--- config.mk ---
export PLATFORM = sky130hd
export DESIGN_NAME = nrisc_int_ctrl
export DESIGN_NICKNAME = d
export VERILOG_FILES = /design/src/rtl/nrisc_int_ctrl.sv
export SDC_FILE = /design/constraint.sdc
export NUM_CORES = 1
export LEC_CHECK = 0
export BUFFER_PORTS_ARGS = -buffer_cell sky130_fd_sc_hd__clkbuf_2
export CORE_ASPECT_RATIO = 1.1
export CORE_MARGIN = 1
export CORE_UTILIZATION = 51
export CTS_BUF_LIST = sky130_fd_sc_hd__clkbuf_16
export DETAILED_ROUTE_END_ITERATION = 12
export HOLD_SLACK_MARGIN = 0.08
export PLACE_DENSITY = 0.81
export SLEW_MARGIN = 20
export SYNTH_ARGS = -nofsm -noshare
export SYNTH_HDL_FRONTEND = slang
export SYNTH_SLANG_ARGS = --single-unit
--- constraint.sdc ---
create_clock -name clk -period 2.1 [get_ports clk]
set_clock_uncertainty 0.1 [all_clocks]
set_input_delay 0.42 -clock clk [delete_from_list [all_inputs] [get_ports clk]]
set_output_delay 0.42 -clock clk [all_outputs]
set_load 0.01 [all_outputs]
--- src/rtl/nrisc_int_ctrl.sv ---
// Interrupt controller ahead of the NRISC PC/stack controller: edge-detects eight IRQ lines,
// latches and masks them, and issues a one-cycle prioritised vector pulse with no nesting.
module nrisc_int_ctrl #(
  parameter logic [7:0]  VECTOR_BASE   = 8'h10,
  parameter int unsigned VECTOR_STRIDE = 2
) (
  input  logic       clk,
  input  logic       rst,
  input  logic [7:0] IRQ,
  input  logic [1:0] CORE_PC_ctrl,
  input  logic [1:0] CORE_STACK_ctrl,
  input  logic       INT_ret,
  input  logic       CFG_we,
  input  logic [1:0] CFG_sel,
  input  logic [7:0] CFG_wdata,
  output logic [7:0] CFG_rdata,
  output logic       INTERRUPT_flag,
  output logic [7:0] INTERRUPT_ch
);

  localparam logic [7:0] StrideB = 8'(VECTOR_STRIDE);

  typedef enum logic [1:0] {StIdle, StFire, StService} state_e;

  state_e     state_q, state_d;
  logic [7:0] irq_prev_q;
  logic [7:0] pending_q, pending_d;
  logic [7:0] mask_q, mask_d;
  logic       gie_q, gie_d;
  logic       flag_q, flag_d;
  logic [7:0] ch_q, ch_d;

  logic [7:0] rise, eligible, clr, fire_onehot, vector;
  logic [2:0] fire_idx;
  logic       any_eligible, quiet, fire;

  assign rise     = IRQ & ~irq_prev_q;
  assign eligible = pending_q & mask_q;
  assign quiet    = (CORE_PC_ctrl == 2'b00) && (CORE_STACK_ctrl == 2'b00);

  // Descending scan so the lowest eligible index is the one left standing.
  always_comb begin
    fire_idx     = 3'd0;
    any_eligible = 1'b0;
    for (int i = 7; i >= 0; i--) begin
      if (eligible[i]) begin
        fire_idx     = 3'(i);
        any_eligible = 1'b1;
      end
    end
  end

  assign fire_onehot = 8'b1 << fire_idx;
  assign vector      = VECTOR_BASE + ({5'b0, fire_idx} * StrideB);

  always_comb begin
    state_d = state_q;
    fire    = 1'b0;
    unique case (state_q)
      StIdle: begin
        if (gie_q && any_eligible && quiet) begin
          fire    = 1'b1;
          state_d = StFire;
        end
      end
      StFire:    state_d = StService;
      StService: if (INT_ret) state_d = StIdle;
      default:   state_d = StIdle;
    endcase
  end

  always_comb begin
    clr = fire ? fire_onehot : 8'h00;
    if (CFG_we && (CFG_sel == 2'd1)) clr = clr | CFG_wdata;
    // A rising edge in the same cycle as a clear keeps the bit set.
    pending_d = (pending_q & ~clr) | rise;
    mask_d    = (CFG_we && (CFG_sel == 2'd0)) ? CFG_wdata : mask_q;
    gie_d     = (CFG_we && (CFG_sel == 2'd2)) ? CFG_wdata[0] : gie_q;
    flag_d    = fire;
    ch_d      = fire ? vector : ch_q;
  end

  always_ff @(posedge clk) begin
    if (!rst) begin
      state_q    <= StIdle;
      irq_prev_q <= 8'h00;
      pending_q  <= 8'h00;
      mask_q     <= 8'h00;
      gie_q      <= 1'b0;
      flag_q     <= 1'b0;
      ch_q       <= 8'h00;
    end else begin
      state_q    <= state_d;
      irq_prev_q <= IRQ;
      pending_q  <= pending_d;
      mask_q     <= mask_d;
      gie_q      <= gie_d;
      flag_q     <= flag_d;
      ch_q       <= ch_d;
    end
  end

  always_comb begin
    case (CFG_sel)
      2'd0:    CFG_rdata = mask_q;
      2'd1:    CFG_rdata = pending_q;
      2'd2:    CFG_rdata = {5'b0, state_q == StService, state_q == StFire, gie_q};
      default: CFG_rdata = 8'h00;
    endcase
  end

  assign INTERRUPT_flag = flag_q;
  assign INTERRUPT_ch   = ch_q;

endmodule

==> impl_metrics.json, run 1 <==
{
  "seqPwrFrac_pct": 44.7,
  "drc_errors": 0,
  "vias_per_cell": 5.451,
  "wl_per_cell_um": 13.93,
  "synthTopCellsByArea": "dfxtp_1 42%, mux2i_1 9.2%, nand2_1 6.4%",
  "vias": 1379,
  "fillers": 239,
  "holdPathEnd": "irq_prev_q[6]",
  "fp.dieH_um": 59.38,
  "gp_congestion": 0.8712,
  "syn_to_final_growth_pct": 23.36,
  "hold_path.class": "input pin to register",
  "path_class": "register to register",
  "p_total_w": 0.001492,
  "maxCapViolCount": 0,
  "dr.first_iter.drc_count": 29,
  "stdcell_area_sq_um": 1883,
  "h-tree-depth": 2,
  "tns_ns": 0,
  "p_leak_nw": 0.8268,
  "dp_hpwl_um": 2494,
  "critPathRequiredTime_ns": 2.17,
  "cp_slowest_cell": "or4_1",
  "grt_max_degree": 34,
  "clockRootBuffer": "clkbuf_16",
  "synth_edf_count": 0,
  "layout_setup_ws_ns": 0.3368,
  "layout.nets": 246,
  "first_pass_iters": 4,
  "crit_chain": "a22oi_1, nand2_1, or4_1, o22a_1",
  "grt_pass1_wl_um": 5547,
  "relSlewSlack_pct": 65.08,
  "yosys_register_bits": 32,
  "dieArea_sq_um": 3216,
  "yosysMostFrequentCell": "dfxtp_1",
  "period_share_pct": 83.96,
  "num_rows": 20,
  "power.density_nw_per_um2": 792.1,
  "comb_power_share_pct": 10.6,
  "track_usage_pct": 24.91,
  "regToRegStartpoint": "pending_q[2]",
  "fp.dieW_um": 54.16,
  "ant_nets": 0,
  "cts_buffer_depth": 2,
  "tightestPinTransition_ns": 0.5105,
  "post_dp_cell_area_sq_um": 1750,
  "clk_pin_slew_worst_paths_ns": 0.05,
  "synth-main-ff-cell": "dfxtp_1",
  "synth_common_cells": "32 x dfxtp_1, 26 x nand2_1, 14 x mux2i_1",
  "cts_hold_buf": 0,
  "hold_ws_ns": 0.2448,
  "path_max_fanout": 5,
  "endpoint_kind": "register",
  "dp_slack_ns": 0.07776,
  "yosys.area.top_type": "dfxtp_1",
  "finalSetupViolations": 0,
  "slowest_delay_ns": 0.53,
  "hold_violations": 0,
  "cp.arrival_ns": 1.83,
  "rsz0062_at_grt": "false",
  "io_buffer_count": 38,
  "ff_latch_area_sq_um": 640.6,
  "antenna_cells": 0,
  "r2r_cells": 4,
  "yosysTopAreaCellShare_pct": 41.97,
  "core_area_sq_um": 2803,
  "worstHoldStart": "IRQ[6]",
  "drt_wl_total_um": 3524,
  "netSwitchingFraction_pct": 23.86,
  "grt_pass1_vias": 1184,
  "p_switching_w": 0.0003559,
  "clk-insertion-delay-late_ns": 0.28,
  "drive_gt1_share_pct": 23.18,
  "cts_buffers": 5,
  "fmax_ghz": 0.5672,
  "holdPathStages": 3,
  "gr-total-overflow": 0,
  "syn_area_sq_um": 1526,
  "tritoncts": "built",
  "cts_resized": 0,
  "peakVddDrop_uv": 743.8,
  "yosys.cell_types.count": 39,
  "startpoint_type": "register",
  "clkSinkCount": 32,
  "floorplan.initialDensity_pct": 54.46,
  "worstReg2RegEnd": "pending_q[5]",
  "yosysWarnings": 0,
  "synth.avg_cell_area_sq_um": 8.576,
  "netlist_instances": 178,
  "ys_seq_area_share_pct": 41.97,
  "power_frac_clock_pct": 44.7,
  "synthArstFlopShare_pct": 0,
  "run_status": "completed",
  "multi_input_area_sq_um": 795.8,
  "cts_post_setup_buffers_inserted": 0,
  "report.final.slew_viol_count": 0,
  "ioPinCount": 43,
  "layout_min_cycle_time_ns": 1.763,
  "p_int_w": 0.001136,
  "r2r_setup_slack_ns": 0.34,
  "antenna_found_initial": 0
}
## worst max path at each step
stage / startpoint / to
after CTS: CFG_sel[0] / CFG_rdata[1]
final: pending_q[2] / pending_q[5]
after floorplan: CORE_PC_ctrl[1] / pending_q[5]
after global placement: CORE_PC_ctrl[1] / pending_q[7]
after global routing: CORE_PC_ctrl[1] / pending_q[3]
after detailed placement: CORE_PC_ctrl[1] / pending_q[3]
## cells by family (layout without fill, tap and decap cells)
group / Yosys count / in the layout / synth area share, %
AND/OR/NAND/NOR: 68 / 68 / 22.87
other: 1 / 4 / 0.2457
buffers and inverters: 22 / 61 / 6.640
flip-flops: 32 / 32 / 41.97
AO/OA/AOI/OAI: 41 / 41 / 19.10
multiplexers: 14 / 14 / 9.180
## power groups by stage
stage / clock network (W) / logic, W / registers, W
2_1_floorplan: 0 / 0.000107 / 0.000671
3_3_place_gp: 0 / 0.000154 / 0.000677
3_5_place_dp: 0 / 0.000156 / 0.000678
4_1_cts: 0.000672 / 0.000158 / 0.000666
5_1_grt: 0.000706 / 0.000176 / 0.000670
6_report: 0.000667 / 0.000157 / 0.000667
## sequential cells by signal, summed over array words and instances, names as in the netlist
register        flops
INTERRUPT_flag      1
irq_prev_q          8
pending_q           8
mask_q              8
state_q             2
INTERRUPT_ch        4
gie_q               1
## cell type report
type / instances / area share [%]
tap: 33 / 2.193
inverter: 10 / 1.993
sequential: 32 / 34.02
clock buffer: 5 / 6.645
timing repair buffer: 44 / 12.49
clock inverter: 2 / 0.3987
multi-input combinational: 127 / 42.26
## worst max-delay path, delay by kind of cell (launching register included)
kind / cells / cell delay [ns]
flip-flops: 1 / 0.35
AND/OR/NAND/NOR: 2 / 0.72
AO/OA/AOI/OAI: 2 / 0.48
## through the flow
step	cells	util [%]
floorplan	181	-
global placement	246	62.46
detailed placement	246	62.46
CTS	253	67.19
global route	253	67.19
finish	253	67.19
## metal layers
layer  vias to the layer above  global-route usage (%)  part of all wire [%]
li1                        695                       -                     -
met1                       632                   30.38                    45
met2                        47                   39.55                    48
met3                         5                   9.231                   6.0
met4                         0                   8.791                   1.4
met5                         -                       0                     0
## layout by cell type (no fill, tap or decap), drive strengths merged, types with 2 or more instances in the layout
cell,instances
a2111oi,2
a21boi,2
a21oi,7
a22o,3
a22oi,3
and2,7
buf,6
clkbuf,43
clkinv,2
conb,4
dfxtp,32
inv,10
mux2i,14
nand2,26
nand2b,4
nand3,3
nor2,11
nor2b,11
nor4,2
o2111ai,2
o211ai,2
o21ai,6
o22ai,4
(Power assumes the default switching activity.)
==> run 2, diff against run 1 <==
- ABC_AREA: default -> 1
- CORE_UTILIZATION: 51 -> 46
- PLACE_DENSITY: 0.81 -> 0.78
- clock period: 2.1 -> 1.5 ns (I/O delays scaled with it)
==> run 2 against run 1 <==
Effect of this change:
- synthesized cell count rose by 24%
- first-iteration DRC count up 55%
- cell area is 5.5% higher
- die area grew 7.4%
- largest power group is now clock
- critical endpoint is now CFG_rdata[2]
- worst hold slack got worse by 0.13 ns
- sequential power grew 39%
- sequential share of layout area down 1.7 points
- highest routed layer unchanged
- critical path type is now register to output pin
- count of clock-buffer cells in the layout did not move
- core utilization is 2.0 points lower
==> impl_metrics.json, run 2 <==
{
  "hold_violations": 0,
  "grt_max_degree": 16,
  "met3_length_um": 202,
  "io_buffer_count": 38,
  "ioPinCount": 43,
  "layout.nets": 300,
  "yosys_register_bits": 32,
  "grt_pass1_wl_um": 5354,
  "wl_met2_um": 1701,
  "drt_wl_total_um": 3514,
  "p_total_w": 0.002121,
  "final_common_cell": "nand2_1",
  "fillers": 285,
  "layout_min_cycle_time_ns": 1.453,
  "hold_path.class": "input pin to register",
  "netSwitchingFraction_pct": 24.17,
  "grt_pass1_vias": 1251,
  "largest_registers": "irq_prev_q (8), mask_q (8), pending_q (8)",
  "antenna_found_initial": 0,
  "yosysWarnings": 0,
  "syn_area_sq_um": 1483,
  "run_status": "completed",
  "top_layer": "met4",
  "drc_errors": 0,
  "layout_common_cells": "63 x nand2_1, 35 x clkbuf_2, 31 x dfxtp_1",
  "rsz0062_at_grt": "true",
  "synth.avg_cell_area_sq_um": 6.739,
  "final_cells": 309,
  "cp.arrival_ns": 1.05,
  "gr-total-overflow": 0,
  "gp_congestion": 0.8708,
  "clk_pin_slew_worst_paths_ns": 0.05,
  "yosys.area.top_type": "dfxtp_1",
  "seqPwrFrac_pct": 43.7,
  "synth-main-ff-cell": "dfxtp_1",
  "report.final.slew_viol_count": 0,
  "path_class": "register to output pin",
  "yosysMostFrequentCell": "nand2_1",
  "synth_edf_count": 0,
  "multi_input_area_sq_um": 763.2,
  "startpoint_type": "register",
  "core_area_sq_um": 3048,
  "peakVddDrop_uv": 883.2,
  "power_frac_clock_pct": 44.1,
  "maxCapViolCount": 0,
  "p_int_w": 0.001608,
  "clockRootBuffer": "clkbuf_16",
  "cts_buffers": 5,
  "wl_per_cell_um": 11.37,
  "finalSetupViolations": 0,
  "period_share_pct": 96.85,
  "endpoint_kind": "output pin",
  "fp.dieH_um": 61.55,
  "dr.first_iter.drc_count": 45,
  "num_rows": 21,
  "vias": 1496,
  "power.density_nw_per_um2": 1067,
  "synthTopCellsByArea": "dfxtp_1 43%, nand2_1 17%, nand3_1 6.8%",
  "m1WireLength_um": 1550,
  "yosys.cell_types.count": 25,
  "netlist_instances": 220,
  "track_usage_pct": 20.89,
  "dp_hpwl_um": 2614,
  "dp_cells": 298,
  "vias_per_cell": 4.841,
  "p_switching_w": 0.0005125,
  "ff_latch_area_sq_um": 641.9,
  "clk-insertion-delay-late_ns": 0.28,
  "synth_common_cells": "68 x nand2_1, 32 x dfxtp_1, 24 x inv_1, 24 x nor2_1, 20 x nand3_1",
  "synthArstFlopShare_pct": 0,
  "yosysTopAreaCellShare_pct": 43.21,
  "syn_to_final_growth_pct": 34.01,
  "critPathRequiredTime_ns": 1.10,
  "floorplan.initialDensity_pct": 48.65,
  "ys_seq_area_share_pct": 43.21,
  "p_leak_nw": 1.084,
  "fmax_ghz": 0.6883,
  "drive_gt1_share_pct": 30.55,
  "fp.dieW_um": 56.13,
  "tritoncts": "built",
  "dieArea_sq_um": 3455,
  "clkSinkCount": 32,
  "antenna_cells": 0,
  "cts_buffer_depth": 2,
  "path_max_fanout": 4,
  "cts_hold_buf": 0,
  "ant_nets": 0,
  "first_pass_iters": 4,
  "h-tree-depth": 2,
  "comb_power_share_pct": 12.1
}
==> run 2: changes by cell type in the layout (fill, tap and decap cells not counted), sizes merged, moves of 6 or more <==
cell | before | now
or2 | 0 | 6
nand3 | 3 | 20
inv | 10 | 26
mux2i | 14 | 0
nor2b | 11 | 0
buf | 6 | 18
and2 | 7 | 0
nand2 | 26 | 69
nor2 | 11 | 27
==> run 2: cells by family (layout without fill, tap and decap cells) <==
| kind of cell | Yosys count | after routing | synth area share (%) |
|---|---|---|---|
| other | 1 | 4 | 0.2529 |
| AND/OR/NAND/NOR | 128 | 128 | 37.05 |
| buffers and inverters | 35 | 87 | 10.13 |
| flip-flops | 32 | 32 | 43.21 |
| AO/OA/AOI/OAI | 24 | 24 | 9.367 |
==> run 2: critical path, cell delays in order, from the launching register on <==
cell	delay, ns
dfxtp_1	0.32
inv_2	0.06
o311ai_2	0.23
buf_2	0.17
==> run 2: per-stage QoR <==
step,setup TNS (ns),hold WS [ns],util [%],cell area (sq um),worst slack [ns]
2_1_floorplan,0,0.3043,-,1494,0.06668
3_3_place_gp,0,0.3165,57.88,1764,0.02167
3_5_place_dp,-0.01391,0.3211,57.88,1764,-0.01391
4_1_cts,0,0.1143,62.52,1906,0.005434
5_1_grt,-0.04983,0.1321,65.19,1987,-0.01789
6_report,0,0.1130,65.19,1987,0.04724
==> run 2: area by class of cell <==
cell class              instances  share of cell area, %
clock buffers                   5                  6.297
clock inverters                 3                 0.6927
inverters                      26                  4.912
multi-input cells             156                  38.41
flip-flops and latches         32                  32.30
well taps                      34                  2.141
repair buffers                 53                  15.24
==> run 2: path summary, 6_finish.rpt <==
path / from / slack, ns / depth (start not counted) / endpoint
worst min register to register: irq_prev_q[2] / 0.32 / 1 / pending_q[2]
worst min-delay path: IRQ[5] / 0.11 / 3 / irq_prev_q[5]
worst max register to register: pending_q[0] / 0.08 / 8 / pending_q[2]
worst max-delay path: state_q[1] / 0.05 / 3 / CFG_rdata[2]
==> run 2: layer usage <==
layer  vias to the layer above  track usage, %
met5                         -               0
met2                        42           35.54
met4                         0           10.80
met1                       653           23.71
li1                        795               -
met3                         6           7.353
==> run 2: timing repair <==
| action | 4_1_cts | 5_1_grt |
|---|---|---|
| gates cloned | 0 | 0 |
| hold endpoints to repair | 0 | 0 |
| endpoints found under the setup margin | 1 | 10 |
| setup buffers | 0 | 3 |
| resized for setup | 1 | 19 |
| pin swaps | 0 | 4 |
==> run 2: power by group through the flow <==
stage	clock network [W]	registers, W	logic [W]
5_1_grt	0.00100	0.000931	0.000287
6_report	0.000936	0.000927	0.000258
3_3_place_gp	0	0.000940	0.000235
4_1_cts	0.000955	0.000925	0.000242
2_1_floorplan	0	0.000935	0.000148
3_5_place_dp	0	0.000942	0.000239
==> run 3, diff against run 2 <==
- CELL_PAD_IN_SITES_DETAIL_PLACEMENT: default -> 1
- CELL_PAD_IN_SITES_GLOBAL_PLACEMENT: default -> 1
- CORE_UTILIZATION: 46 -> 31
- PLACE_DENSITY: 0.78 -> 0.76
==> run 3 against run 2 <==
Effect of this change:
- flip-flop and latch count unchanged
- cell area up 6.3%
- routed wire length up 24%
- first-iteration DRC count down 60%
- sequential power about the same
- critical path depth up 1
- power up 2.2%
- register-to-register slack better by 0.02 ns
- clock power about the same
- global-route usage down 1.9 points
- non-clock buffer count up 10
==> impl_metrics.json, run 3 (synthesized netlist as in run 2, its figures left out) <==
{
  "dr.first_iter.drc_count": 18,
  "maxCapViolCount": 0,
  "ioPinCount": 43,
  "antenna_cells": 0,
  "report.final.slew_viol_count": 0,
  "grtUsageMet2_pct": 31.81,
  "layout_common_cells": "62 x nand2_1, 34 x clkbuf_2, 24 x dfxtp_1, 24 x buf_4",
  "cts_buffer_depth": 2,
  "peakVddDrop_uv": 867.0,
  "track_usage_pct": 19.00,
  "cts_buffers": 5,
  "fp.dieW_um": 67.94,
  "vias": 1559,
  "syn_to_final_growth_pct": 42.45,
  "io_buffer_count": 38,
  "critPathRequiredTime_ns": 1.10,
  "p_total_w": 0.002168,
  "dieArea_sq_um": 5064,
  "grt_pass1_wl_um": 6975,
  "comb_power_share_pct": 14.0,
  "ant_nets": 0,
  "grt-busiest-layer": "met2",
  "cp.arrival_ns": 1.05,
  "tns_ns": 0,
  "p_int_w": 0.001630,
  "fp.dieH_um": 74.54,
  "floorplan.initialDensity_pct": 32.10,
  "power.density_nw_per_um2": 1027,
  "gr-usage-met3_pct": 4.141,
  "period_share_pct": 96.77,
  "run_status": "completed",
  "seqPwrFrac_pct": 42.7,
  "met1_usage_pct": 23.90,
  "grt_max_degree": 19,
  "power_frac_clock_pct": 43.3,
  "rsz0062_at_grt": "true",
  "dp_hpwl_um": 3327,
  "layout.nets": 310,
  "tritoncts": "built",
  "fillers": 610,
  "h-tree-depth": 2,
  "gp_congestion": 0.7747,
  "final_common_cell": "nand2_1",
  "path_max_fanout": 2,
  "antenna_found_initial": 0,
  "gr-total-overflow": 0,
  "first_pass_iters": 7,
  "fmax_ghz": 0.6889,
  "clk-insertion-delay-late_ns": 0.28,
  "clkSinkCount": 32,
  "clk_pin_slew_worst_paths_ns": 0.05,
  "path_class": "register to output pin",
  "drc_errors": 0,
  "wl_per_cell_um": 12.79,
  "finalSetupViolations": 0,
  "startpoint_type": "register",
  "hold_path.class": "input pin to register",
  "p_leak_nw": 1.148,
  "grt_pass1_vias": 1470,
  "clockRootBuffer": "clkbuf_16",
  "core_area_sq_um": 4619,
  "drive_gt1_share_pct": 36.14,
  "layout_min_cycle_time_ns": 1.452,
  "largest_registers": "irq_prev_q (8), mask_q (8), pending_q (8)",
  "p_switching_w": 0.0005385,
  "num_rows": 26,
  "hold_violations": 0,
  "vias_per_cell": 4.572,
  "netSwitchingFraction_pct": 24.84,
  "drt_wl_total_um": 4360,
  "endpoint_kind": "output pin"
}
run 3: metal layers:
metal | vias to the layer above | share of wire [%]
li1 | 812 | -
met1 | 719 | 45
met2 | 24 | 51
met3 | 4 | 3.1
met4 | 0 | 1.4
met5 | - | 0
run 3: power groups by stage:
stage | clock network (W) | logic [W] | registers (W)
after global routing | 0.00100 | 0.000339 | 0.000930
after floorplan | 0 | 0.000148 | 0.000935
final | 0.000939 | 0.000303 | 0.000925
after global placement | 0 | 0.000272 | 0.000937
after detailed placement | 0 | 0.000279 | 0.000938
after CTS | 0.000957 | 0.000285 | 0.000921
run 3: what timing repair did:
item	4_1_cts	5_1_grt
setup buffers	0	2
endpoints found under the hold margin	0	0
pin swaps	0	8
setup endpoints to repair	4	15
cloned	0	0
resized for setup	5	28
hold buffers	0	0
run 3: cell type report:
cell class,instances,area [sq um],share of cell area (%)
clock inverters,3,11.26,0.5332
flip-flops and latches,32,650.6,30.81
multi-input cells,156,767.0,36.32
clock buffers,5,125.1,5.924
inverters,26,97.59,4.621
repair buffers,63,390.4,18.48
well taps,56,70.07,3.318
run 3: final timing paths:
check	slack, ns	to	start	depth (start not counted)
min	0.12	irq_prev_q[0]	IRQ[0]	3
max	0.05	CFG_rdata[0]	mask_q[0]	4
max reg2reg	0.10	pending_q[5]	state_q[0]	8
min reg2reg	0.34	pending_q[2]	irq_prev_q[2]	1
run 3: critical path, cell delays in order (launching register included):
cell      delay, ns
dfxtp_1        0.34
buf_4          0.11
nand2_1        0.05
o211ai_1       0.10
buf_2          0.17
run 3: per-stage QoR:
stage	worst slack [ns]	area [sq um]	util, %	hold slack [ns]	instances
6_report	0.04841	2112	45.72	0.1181	341
5_1_grt	-0.008789	2112	45.72	0.1379	341
4_1_cts	-0.002845	2016	43.63	0.1191	339
3_5_place_dp	-0.02316	1874	40.57	0.3299	331
3_3_place_gp	-0.002114	1874	40.57	0.3207	331
2_1_floorplan	0.06668	1494	-	0.3043	223
